## src/rtl/clk_div_multi_pkg.sv

```systemverilog
// Shared types and constants for the multi-channel clock divider.
// Per-channel state is stored at CNT_W_MAX bits; channels zero-extend narrower values.
package clk_div_pkg;

  localparam int DEFAULT_HALF = 2;
  localparam int CNT_W_MAX    = 16;

  typedef logic [CNT_W_MAX-1:0] cnt_t;

  typedef struct packed {
    cnt_t cnt;
    cnt_t half;
    cnt_t pend_half;
    logic pending;
    logic clk;
  } chan_state_t;

  function automatic int ch_w(input int n);
    return (n > 1) ? $clog2(n) : 1;
  endfunction

endpackage

```

## src/rtl/clk_div_multi_if.sv

```systemverilog
// Config request channel of the multi-channel clock divider.
// The master drives a request; the slave answers with cfg_ready.
interface clk_div_multi_if #(
  parameter int CH_W  = 2,
  parameter int CNT_W = 8
);
  logic             cfg_valid;
  logic [CH_W-1:0]  cfg_ch;
  logic [CNT_W-1:0] cfg_half;
  logic             cfg_ready;

  modport master (
    output cfg_valid,
    output cfg_ch,
    output cfg_half,
    input  cfg_ready
  );

  modport slave (
    input  cfg_valid,
    input  cfg_ch,
    input  cfg_half,
    output cfg_ready
  );
endinterface

```

## src/rtl/clk_div_multi_chan.sv

```systemverilog
// One divider channel: half-period counter, 50% toggle, glitch-free ratio apply.
// Optional CLKDIV_STOP_EN adds a stop input that parks the channel low.
module clk_div_chan #(
  parameter int CNT_W        = 8,
  parameter int DEFAULT_HALF = 2
) (
  input  logic             clock,
  input  logic             reset,
  input  logic             acc,
  input  logic [CNT_W-1:0] acc_half,
`ifdef CLKDIV_STOP_EN
  input  logic             stop,
`endif
  output logic             pending,
  output logic             clk_out,
  output logic             tick_rise,
  output logic             tick_fall
);
  import clk_div_pkg::*;

  localparam cnt_t HALF_RST = cnt_t'(DEFAULT_HALF);
  localparam cnt_t ONE      = cnt_t'(1);

  chan_state_t st;
  logic        stop_i;
  logic        halt;
  logic        wrap;

`ifdef CLKDIV_STOP_EN
  assign stop_i = stop;
`else
  assign stop_i = 1'b0;
`endif

  // A stopped channel only parks once its high phase is over.
  assign halt = (st.half == '0) | (stop_i & ~st.clk);
  assign wrap = (st.cnt == st.half - ONE);

  always_ff @(posedge clock or negedge reset) begin
    if (!reset) begin
      st <= '{cnt: '0, half: HALF_RST, pend_half: '0,
              pending: 1'b0, clk: 1'b0};
      tick_rise <= 1'b0;
      tick_fall <= 1'b0;
    end else begin
      tick_rise <= 1'b0;
      tick_fall <= 1'b0;
      if (acc) begin
        st.pend_half <= cnt_t'(acc_half);
        st.pending   <= 1'b1;
      end
      if (halt) begin
        st.cnt <= '0;
        st.clk <= 1'b0;
        if (st.pending) begin
          st.half    <= st.pend_half;
          st.pending <= 1'b0;
        end
      end else if (wrap) begin
        st.cnt    <= '0;
        st.clk    <= ~st.clk;
        tick_rise <= ~st.clk;
        tick_fall <= st.clk;
        // New ratio only at the 1->0 edge so no phase is cut short.
        if (st.clk && st.pending) begin
          st.half    <= st.pend_half;
          st.pending <= 1'b0;
        end
      end else begin
        st.cnt <= st.cnt + ONE;
      end
    end
  end

  assign pending = st.pending;
  assign clk_out = st.clk;

endmodule

```

## src/rtl/clk_div_multi.sv

```systemverilog
// NUM_CH-channel 50%-duty clock divider with runtime half-period config.
// Define CLKDIV_STOP_EN to add per-channel stop inputs.
module clk_div_multi #(
  parameter int NUM_CH       = 4,
  parameter int CNT_W        = 8,
  parameter int DEFAULT_HALF = clk_div_pkg::DEFAULT_HALF
) (
  input  logic              clock,
  input  logic              reset,
  clk_div_multi_if.slave    cfg,
`ifdef CLKDIV_STOP_EN
  input  logic [NUM_CH-1:0] stop,
`endif
  output logic [NUM_CH-1:0] clk_out,
  output logic [NUM_CH-1:0] tick_rise,
  output logic [NUM_CH-1:0] tick_fall
);
  import clk_div_pkg::*;

  localparam int CH_W = ch_w(NUM_CH);

  logic [NUM_CH-1:0] pending;
  logic [NUM_CH-1:0] acc;

  // Out-of-range channels keep ready high and are dropped.
  always_comb begin
    cfg.cfg_ready = 1'b1;
    acc           = '0;
    for (int i = 0; i < NUM_CH; i++) begin
      if (cfg.cfg_ch == CH_W'(i)) begin
        cfg.cfg_ready = ~pending[i];
        acc[i]        = cfg.cfg_valid & ~pending[i];
      end
    end
  end

  for (genvar g = 0; g < NUM_CH; g++) begin : g_ch
    clk_div_chan #(
      .CNT_W        (CNT_W),
      .DEFAULT_HALF (DEFAULT_HALF)
    ) u_chan (
      .clock     (clock),
      .reset     (reset),
      .acc       (acc[g]),
      .acc_half  (cfg.cfg_half),
`ifdef CLKDIV_STOP_EN
      .stop      (stop[g]),
`endif
      .pending   (pending[g]),
      .clk_out   (clk_out[g]),
      .tick_rise (tick_rise[g]),
      .tick_fall (tick_fall[g])
    );
  end

endmodule

```

## src/flat_wrapper.sv

```systemverilog
// flat-port wrapper written by rule: the top's interface ports become plain ports
module clk_div_multi_flat import clk_div_pkg::*;
#(
  parameter int NUM_CH       = 4,
  parameter int CNT_W        = 8,
  parameter int DEFAULT_HALF = clk_div_pkg::DEFAULT_HALF
)
  (clock, reset, clk_out, tick_rise, tick_fall, cfg_cfg_valid, cfg_cfg_ch, cfg_cfg_half, cfg_cfg_ready);
  clk_div_multi_if #(.CH_W(2), .CNT_W(CNT_W)) cfg_i ();
  input  logic clock;
  input  logic reset;
  output logic [NUM_CH-1:0] clk_out;
  output logic [NUM_CH-1:0] tick_rise;
  output logic [NUM_CH-1:0] tick_fall;
  input wire logic [$bits(cfg_i.cfg_valid)-1:0] cfg_cfg_valid;
  input wire logic [$bits(cfg_i.cfg_ch)-1:0] cfg_cfg_ch;
  input wire logic [$bits(cfg_i.cfg_half)-1:0] cfg_cfg_half;
  output wire logic [$bits(cfg_i.cfg_ready)-1:0] cfg_cfg_ready;
  assign cfg_i.cfg_valid = cfg_cfg_valid;
  assign cfg_i.cfg_ch = cfg_cfg_ch;
  assign cfg_i.cfg_half = cfg_cfg_half;
  assign cfg_cfg_ready = cfg_i.cfg_ready;
  clk_div_multi #(.NUM_CH(NUM_CH), .CNT_W(CNT_W), .DEFAULT_HALF(DEFAULT_HALF)) u_core (.clock(clock), .reset(reset), .cfg(cfg_i), .clk_out(clk_out), .tick_rise(tick_rise), .tick_fall(tick_fall));
endmodule
```

## config.mk

```make
export PLATFORM = sky130hd
export DESIGN_NAME = clk_div_multi_flat
export DESIGN_NICKNAME = d
export VERILOG_FILES = /design/src/rtl/clk_div_multi_pkg.sv /design/src/rtl/clk_div_multi_if.sv /design/src/rtl/clk_div_multi_chan.sv /design/src/rtl/clk_div_multi.sv /design/src/flat_wrapper.sv
export SDC_FILE = /design/constraint.sdc
export NUM_CORES = 1
export LEC_CHECK = 0
export ABC_CLOCK_PERIOD_IN_PS = 5900
export BUFFER_PORTS_ARGS = -buffer_cell sky130_fd_sc_hd__buf_2
export CELL_PAD_IN_SITES_DETAIL_PLACEMENT = 0
export CELL_PAD_IN_SITES_GLOBAL_PLACEMENT = 1
export CORE_AREA = 4 4 134 136
export DETAILED_ROUTE_END_ITERATION = 12
export DIE_AREA = 0 0 138 140
export PLACE_DENSITY_LB_ADDON = 0.05
export SLEW_MARGIN = 20
export SYNTH_ARGS = -nofsm -noshare
export SYNTH_HDL_FRONTEND = slang
export SYNTH_SLANG_ARGS = --single-unit
```

## constraint.sdc

```tcl
create_clock -name clock -period 5.9 [get_ports clock]
set_input_delay 0.59 -clock clock [delete_from_list [all_inputs] [get_ports clock]]
set_output_delay 0.59 -clock clock [all_outputs]
set_load 0.02 [all_outputs]
```

# Yosys cells after proc, flatten, opt, wreduce, memory -nomap -nowiden
# Index checks and enable logic that the tools add are counted.
[word_totals]
register_bits = 176
word_cells = 144
[op_classes]
n_addsub = 8
eq_ne = 11
muxes = 64
bitwise_logic = 12
n_reduce_logical = 21
[ops]
columns = ["operator", "count"]
rows = [
  ["$mux 16", 16],
  ["$mux 32", 4],
  ["$add 16x1->16 const B", 4],
  ["$eq 16x16->1", 4],
  ["$logic_not 16->1", 4],
  ["$sub 16x1->16 const B", 4],
  ["$mux 1", 36],
  ["$mux 2", 8],
  ["$reduce_bool 2->1", 8],
  ["$reduce_and 3->1", 4],
  ["$ne 2x2->1 const B", 4],
  ["$not 1->1", 8],
  ["$and 1x1->1", 4],
  ["$eq 2x2->1 const B", 2],
  ["$logic_and 1x1->1", 4],
  ["$eq 2x1->1 const B", 1],
  ["$logic_not 2->1", 1],
]

# Longest topological paths before layout
# Gate-level depths: netlist (run 1).
[depth]
depth_word = 7
mapped_depth = 11
depth_no_buf = 10

# Modules after synthesis
# Synthesis (run 1) repeated with hierarchy kept, for this count alone.
[unflattened]
hier_cells = 875
area_unflattened_um2 = 8369.3
[by_module_without_submodules]
columns = ["module", "instances", "cells_each", "area_per_inst_um2", "seq_area_each_um2"]
rows = [
  ["clk_div_chan", 4, 217, 2077.0, 902.1],
  ["clk_div_multi", 1, 7, 61.3, 0.0],
]

# Worst setup path after synthesis (run 1)
# OpenSTA, ideal clock, no wires.
[synth_path]
path_kind = "register -> register"
startpoint = "register u_core.g_ch[2].u_chan.st[18] (netlist name)"
endpoint = "register u_core.g_ch[2].u_chan.st[18] (netlist name)"
setup_ns = 0.125
t_arrival_ns = 3.099
required_ns = 5.775
setup_slack_ns = 2.676
path_stages_with_launch = 11
path_buffers = 1
synth_period_minus_slack_ns = 3.224
path_cell_list = "dfrtp_1 -> or4_1 -> nor4_1 -> ha_1 -> xor2_1 -> nand4_1 -> o21bai_1 -> or4_1 -> buf_2 -> o31ai_4 -> mux2_2"
[synth_between]
elab_chain_len = 4
[synth_lines]
columns = ["element", "line_no", "rtl"]
rows = [
  ["start, declared", "clk_div_multi_chan.sv:24", "chan_state_t st;"],
  ["start signal, assigned", "clk_div_multi_chan.sv:41", "st <= '{cnt: '0, half: HALF_RST, pend_half: '0,"],
  ["$sub 16x1->16", "clk_div_multi_chan.sv:37", "assign wrap = (st.cnt == st.half - ONE);"],
  ["$eq 16x16->1", "clk_div_multi_chan.sv:37", ""],
  ["$reduce_bool 2->1 (no source line)", "n/a", ""],
  ["$reduce_and 3->1 (no source line)", "n/a", ""],
]
# Parallel ways exist; a longest one is shown, timed or not.
# A chain may end at the register's enable or synchronous reset.

# Final worst setup path (run 1)
# Ends and elaborated chain as after synthesis.

==> impl_metrics.ini, run 1 <==
[final_layout]
drive_gt1_share_pct = 15.6
nFillCells = 1599
area_delta_synth_final_pct = 11.9
antenna_cells = 0
layout.nets = 774
final_core_util_pct = 49.5

[setup_path]
cp.required_ns = 6.21
crit_slowest_cell = or4_1
critPathBufInv = 0
crit_family = simple AND/OR/NAND/NOR gates
r2r-start = u_core.g_ch[2].u_chan.st[18]
worst-path-max-fanout = 8
worstSetupPathType = reg -> reg
crit_start = u_core.g_ch[2].u_chan.st[18]
start_kind = register
slowest_delay_ns = 0.62
arrival_ns = 3.84
crit_chain = or4_1 > nor4_1 > ha_1 > xor2_1 > nand4_1 > o21bai_1 > or4_1 > o31ai_4 > mux2_2
end_kind = register
path_common_cell = or4_1

[yosys]
synth.most_common_cell = dfrtp_1
synthCells = 734
avgSynthCellArea_um2 = 10.2
ys_types = 58
syn_area_mm2 = 0.00749
synth.yosys.warnings = 0
synthFlopType = dfrtp_1
syn-num-nets = 759
synth-async-reset-ratio_pct = 100
yosys-top-cells-count = dfrtp_1 (140), nor2_1 (92), xor2_1 (55), nand2_1 (49)
synth_edf_count = 0
synthTopCellsByArea = dfrtp_1 (47%), xor2_1 (6.4%), mux2_2 (6.3%)
synth_area_leader_cell = dfrtp_1
synth_top_area_share_pct = 46.8
yosysSeqAreaShare_pct = 48.2
synth_seq_cells = 144

[place]
place_ws_ns = 2.06
gp_congestion = 0.815
dp_hpwl_mm = 11.2
io_buffers = 25

[timing]
whs_ns = 0.197
maxSlewViolCount = 0
timing.final.ws_setup_ns = 2.36
period_needed_ns = 3.54
hold_viol_final = 0
clock.fmax_mhz = 283
max_slew_margin_pct = 28.0
finalSetupViolCount = 0
rsz0062_at_grt = false
tightest_slew_ns = 1.07
fin_setup_tns_ns = 0
finalCritPeriodShare_pct = 59.9
skew_ns = 0.00853

[detailed_routing]
routed-wl-met2_mm = 7.27
firstDrtPassIters = 4
routed_via_density = 5.32
wl_met3_um = 400
top_layer = met4
finalWirelength_mm = 15.4
drcViolationCount = 0
vias = 5251
wl_met1_mm = 7.54
antenna_left = 0
drt_iter0_drc = 287
wire_per_inst_um = 15.6

[clock_network]
htree_levels = 4
holdBufCountCts = 0
clockBufferDepth = 2
clock-sinks = 144
cts-resized-gates = 0
post-cts-setup-buffers = 0
clk_latency_ns = 0.42
cts_tree = yes
cts_buffers = 17
clkSlewWorstSetupHoldPaths_ns = 0.06
cts_root_buf = clkbuf_16

[die]
die_w_um = 138
io-pin-count = 26
rows = 48
die_h_um = 140
core_area_mm2 = 0.0169
dieArea_mm2 = 0.0193
start_util_pct = 44.2

[power_and_ir_drop]
switching_power_w = 0.00147
powerDensity_mw_per_mm2 = 493
finalPower_w = 0.00413
power_leakage_nw = 3.71
clock_power_share_pct = 26.9
seqPwrFrac_pct = 41.5
sw_frac_of_total_pct = 35.7
pwr-share-comb_pct = 31.6
peakVddDrop_mv = 0.229
p_int_w = 0.00266

[hold_path]
hp-class = in -> async

[global_routing]
grt_max_degree = 88
track_usage_pct = 16.9
grt_antenna_before_repair = 0
grt_pass1_wl_mm = 26.7
overflow = 0
grt_pass1_vias = 5235

[run_status]
status = finished, final reports clean

[run]
max_cap_viol_count = 0
==> final timing paths <==
check,depth (start not counted),slack [ns],endpoint
worst max register to register,9,2.36,u_core.g_ch[2].u_chan.st[18]
worst max-delay path,9,2.36,u_core.g_ch[2].u_chan.st[18]
min in group clock,2,0.49,u_core.g_ch[3].u_chan.st[7]
worst min register to register,1,0.49,u_core.g_ch[3].u_chan.st[22]
worst min-delay path,1,0.20,u_core.g_ch[3].u_chan.st[46]
max in group asynchronous,2,4.46,u_core.g_ch[1].u_chan.clk_out
==> sequential cells by signal, indices dropped and copies added, names as in the netlist <==
name                          cells
u_core.g_ch.u_chan.st           128
u_core.g_ch.u_chan.clk_out        4
u_core.g_ch.u_chan.pending        4
u_core.g_ch.u_chan.tick_fall      4
u_core.g_ch.u_chan.tick_rise      4
==> cells by family after synthesis <==
logic type	Yosys count	synth area share (%)
xor gates and xnor gates	97	11.3
AOI/OAI and AO/OA	83	8.14
and+or+nand+nor	298	19.9
muxes	47	7.15
DFF	144	48.2
adders and majority gates	12	2.01
buffers and inverters	53	3.29
==> layout by cell type, fill, tap and decap left out, drive strengths merged, types with 12 or more instances in the layout <==
cell    count
dfrtp     140
nor2       92
xor2       55
nand2      49
xnor2      42
mux2       42
nand3      36
nor3       28
buf        27
inv        22
clkbuf     21
nand4      19
and3       19
o21ai      18
a21oi      12
ha         12
==> power by group through the flow <==
stage | Combinational [W] | Clock [W] | Sequential [W]
finish | 0.00131 | 0.00111 | 0.00172
global route | 0.00149 | 0.00119 | 0.00178
CTS | 0.00132 | 0.00114 | 0.00172
detailed placement | 0.00131 | 0 | 0.00173
global placement | 0.00127 | 0 | 0.00173
floorplan | 0.00114 | 0 | 0.00157
==> through the flow <==
stage | area (µm²) | std cells
floorplan | 7490 | 734
global placement | 7760 | 955
detailed placement | 7760 | 955
CTS | 8370 | 987
global route | 8380 | 987
finish | 8380 | 987
==> area by class of cell <==
type | instances | area [µm²] | area share, %
clock buffer | 21 | 480 | 5.73
clock inverter | 11 | 135 | 1.61
inverter | 22 | 82.6 | 0.986
multi-input combinational | 537 | 3640 | 43.5
sequential | 144 | 3610 | 43.1
tap | 225 | 282 | 3.36
timing repair buffer | 27 | 146 | 1.75
==> routing by layer <==
| layer | GRT usage [%] | vias up |
|---|---|---|
| met5 | 0 | - |
| met4 | 5.82 | 0 |
| met3 | 4.37 | 21 |
| met2 | 26.8 | 59 |
| met1 | 22.6 | 2565 |
| li1 | - | 2606 |
Power figures use the tool's default switching activity.
==> inputs of run 2 (changes only) <==
--- a/config.mk
+++ b/config.mk
@@ -5,13 +5,14 @@
 export SDC_FILE = /design/constraint.sdc
 export NUM_CORES = 1
 export LEC_CHECK = 0
-export ABC_CLOCK_PERIOD_IN_PS = 5900
+export ABC_AREA = 1
+export ABC_CLOCK_PERIOD_IN_PS = 2900
 export BUFFER_PORTS_ARGS = -buffer_cell sky130_fd_sc_hd__buf_2
 export CELL_PAD_IN_SITES_DETAIL_PLACEMENT = 0
 export CELL_PAD_IN_SITES_GLOBAL_PLACEMENT = 1
-export CORE_AREA = 4 4 134 136
+export CORE_AREA = 4 4 145 147
 export DETAILED_ROUTE_END_ITERATION = 12
-export DIE_AREA = 0 0 138 140
+export DIE_AREA = 0 0 149 151
 export PLACE_DENSITY_LB_ADDON = 0.05
 export SLEW_MARGIN = 20
 export SYNTH_ARGS = -nofsm -noshare
==> constraint.sdc (replaced) <==
create_clock -name clock -period 2.9 [get_ports clock]
set_input_delay 0.29 -clock clock [delete_from_list [all_inputs] [get_ports clock]]
set_output_delay 0.29 -clock clock [all_outputs]
set_load 0.02 [all_outputs]
==> run 2 against run 1 <==
- critical path depth grew 5
- clock power grew 110%
- largest power group is now combinational logic
- die area grew 16%
- clock skew is essentially flat
- combinational power rose to 3.1 times the previous value
- register-to-register slack lost 2.0 ns
- global-route usage grew 0.71 points
- sequential share of layout area is 3.8 points lower
==> impl_metrics.ini, run 2 <==
[clock_network]
clock-sinks = 144
cts_root_buf = clkbuf_16
clkSlewWorstSetupHoldPaths_ns = 0.06
clockBufferDepth = 2
cts-resized-gates = 0
post-cts-setup-buffers = 0
htree_levels = 4
clk_latency_ns = 0.42
cts_buffers = 17
cts_tree = yes

[detailed_routing]
routed_via_density = 4.78
antenna_left = 0
wire_per_inst_um = 13.4
finalWirelength_mm = 18.4
vias = 6575
drcViolationCount = 0
drt_iter0_drc = 282
firstDrtPassIters = 5

[yosys]
avgSynthCellArea_um2 = 7.68
syn_area_mm2 = 0.00823
synth-async-reset-ratio_pct = 100
synth.most_common_cell = nand2_1
yosysSeqAreaShare_pct = 43.9
yosys.area_share.simple_pct = 35.6
synth_seq_cells = 144
synthCells = 1071
synthTopCellsByArea = dfrtp_1 (43%), nand2_1 (13%), nor2_1 (6.2%)
synth_top_area_share_pct = 42.6
synthMuxAreaShare_pct = 0
synth_xor_area_share_pct = 5.31
synth-compound-area-share_pct = 4.93
synthFlopType = dfrtp_1
synth.yosys.warnings = 0
synth_area_leader_cell = dfrtp_1
synth_edf_count = 0
syn-num-nets = 1096
synth_fa_ha_area_share_pct = 1.83
yosys-top-cells-count = nand2_1 (277), dfrtp_1 (140), nor2_1 (136), inv_1 (134), nand3_1 (97)
synth_top_family_by_area = simple AND/OR/NAND/NOR gates
ys_types = 44

[timing]
whs_ns = 0.239
finalCritPeriodShare_pct = 88.0
hold_viol_final = 0
skew_ns = 0.00887
fin_setup_tns_ns = 0
tightest_slew_ns = 0.583
max_slew_margin_pct = 61.2
period_needed_ns = 2.55
clock.fmax_mhz = 392
finalSetupViolCount = 0
rsz0062_at_grt = false
maxSlewViolCount = 0

[final_layout]
largest_reg_flops = 128
layout.nets = 1118
nFillCells = 2066
layout.area.seq_mm2 = 0.00361
regMostFlops = u_core.g_ch.u_chan.st
design_area_mm2 = 0.00919
multi_input_area_mm2 = 0.00392
antenna_cells = 0
final_common_cell = nand2_1
area_delta_synth_final_pct = 11.7
layout.cells.most_common_list = nand2_1 (277), dfrtp_1 (140), nor2_1 (136)
final_core_util_pct = 46.1
drive_gt1_share_pct = 10.7

[power_and_ir_drop]
power_leakage_nw = 4.57
peakVddDrop_mv = 0.391
pwr-share-comb_pct = 42.1
clock_power_share_pct = 24.8
switching_power_w = 0.00406
p_int_w = 0.00547
sw_frac_of_total_pct = 42.6
seqPwrFrac_pct = 33.2
powerDensity_mw_per_mm2 = 1040

[global_routing]
grt_pass1_wl_mm = 31.9
grt_max_degree = 61
overflow = 0
grt_antenna_before_repair = 0
track_usage_pct = 17.6
grt_pass1_vias = 6433

[place]
dp_hpwl_mm = 13.6
postPlaceCellArea_mm2 = 0.00855
gp_congestion = 0.788
io_buffers = 25

[die]
io-pin-count = 26
die_w_um = 149
die_h_um = 151
core_area_mm2 = 0.0199
start_util_pct = 41.3
rows = 52
dieArea_mm2 = 0.0225

[setup_path]
slowest_delay_ns = 0.41
start_kind = register
arrival_ns = 2.84
end_kind = register
cp.required_ns = 3.19
r2r_cells = 14
crit_chain = nor2_2 > nand4_1 > nor2_1 > ha_1 > nand2_1 > nand2_1 > nor2_1 > nand2_1 > nor2_1 > nand2_1 > nor2_1 > nand4_2 > nand2_2 > o21ai_0
crit_slowest_cell = dfrtp_1
worst-path-max-fanout = 16
worstSetupPathType = reg -> reg

[run]
max_cap_viol_count = 0

[run_status]
status = finished, final reports clean

[hold_path]
hp-class = in -> reg
min_delay_path_depth = 3
## run 2: cell types whose count changed after synthesis, sizes merged, moves of 26 or more
cell   change
inv      +118
nor2      +60
o21ai     +38
nand3     +69
mux2      -42
nand2    +241
xnor2     -26
## run 2: logic make-up (layout without fill, tap and decap cells)
group,Yosys count,after routing
buffers and inverters,165,200
flip-flops,144,144
AO/OA/AOI/OAI,77,77
XOR/XNOR,49,49
AND/OR/NAND/NOR,624,624
adder cells (fa/ha/maj),12,12
## run 2: power groups by stage
stage	clock network, W	registers (W)	logic (W)
4_1_cts	0.00242	0.00317	0.00409
3_3_place_gp	0	0.00321	0.00405
5_1_grt	0.00250	0.00326	0.00466
6_report	0.00236	0.00316	0.00401
3_5_place_dp	0	0.00320	0.00407
2_1_floorplan	0	0.00302	0.00339
## run 2: final timing paths
kind                                               from                       endpoint  slack, ns
setup / recovery           u_core.g_ch[0].u_chan.st[23]  u_core.g_ch[0].u_chan.clk_out       0.35
hold / removal                          cfg_cfg_half[3]    u_core.g_ch[3].u_chan.st[5]       0.24
setup reg to reg           u_core.g_ch[0].u_chan.st[23]  u_core.g_ch[0].u_chan.clk_out       0.35
hold reg to reg             u_core.g_ch[1].u_chan.st[9]   u_core.g_ch[1].u_chan.st[25]       0.46
max in group asynchronous                         reset   u_core.g_ch[3].u_chan.st[19]       1.64
min in group asynchronous                         reset   u_core.g_ch[0].u_chan.st[43]       0.42
## run 2: what timing repair did
item / 4_1_cts / 5_1_grt
endpoints found under the setup margin: 0 / 0
hold endpoints to repair: 56 / 0
hold buffers: 1 / 0
## run 2: area by class of cell
class                      count  share of cell area, %
clock inverter                13                   2.00
multi-input combinational    762                   42.7
timing repair buffer          28                   1.84
tap                          270                   3.68
inverter                     140                   5.72
clock buffer                  19                   4.82
sequential                   144                   39.3
## run 2: stage by stage
stage / total power (W) / cells / setup slack (ns)
after floorplan: 0.00641 / 1071 / 0.772
after global placement: 0.00726 / 1343 / 0.282
after detailed placement: 0.00727 / 1343 / 0.315
after CTS: 0.00968 / 1376 / 0.304
after global routing: 0.0104 / 1376 / 0.139
final: 0.00953 / 1376 / 0.347
## run 2: routing by layer
metal / up-vias / global-route usage, % / share of wire [%]
li1: 3449 / - / -
met1: 3052 / 24.3 / 51
met2: 64 / 28.2 / 45
met3: 10 / 3.98 / 2.9
met4: 0 / 4.39 / 0.84
met5: - / 0 / 0
## run 2: critical path: cells and delay by family (launching register included)
family / cells / cell delay (ns)
AND/OR/NAND/NOR: 12 / 1.62
flip-flops: 1 / 0.41
adder cells (fa/ha/maj): 1 / 0.26
AO/OA/AOI/OAI: 1 / 0.12
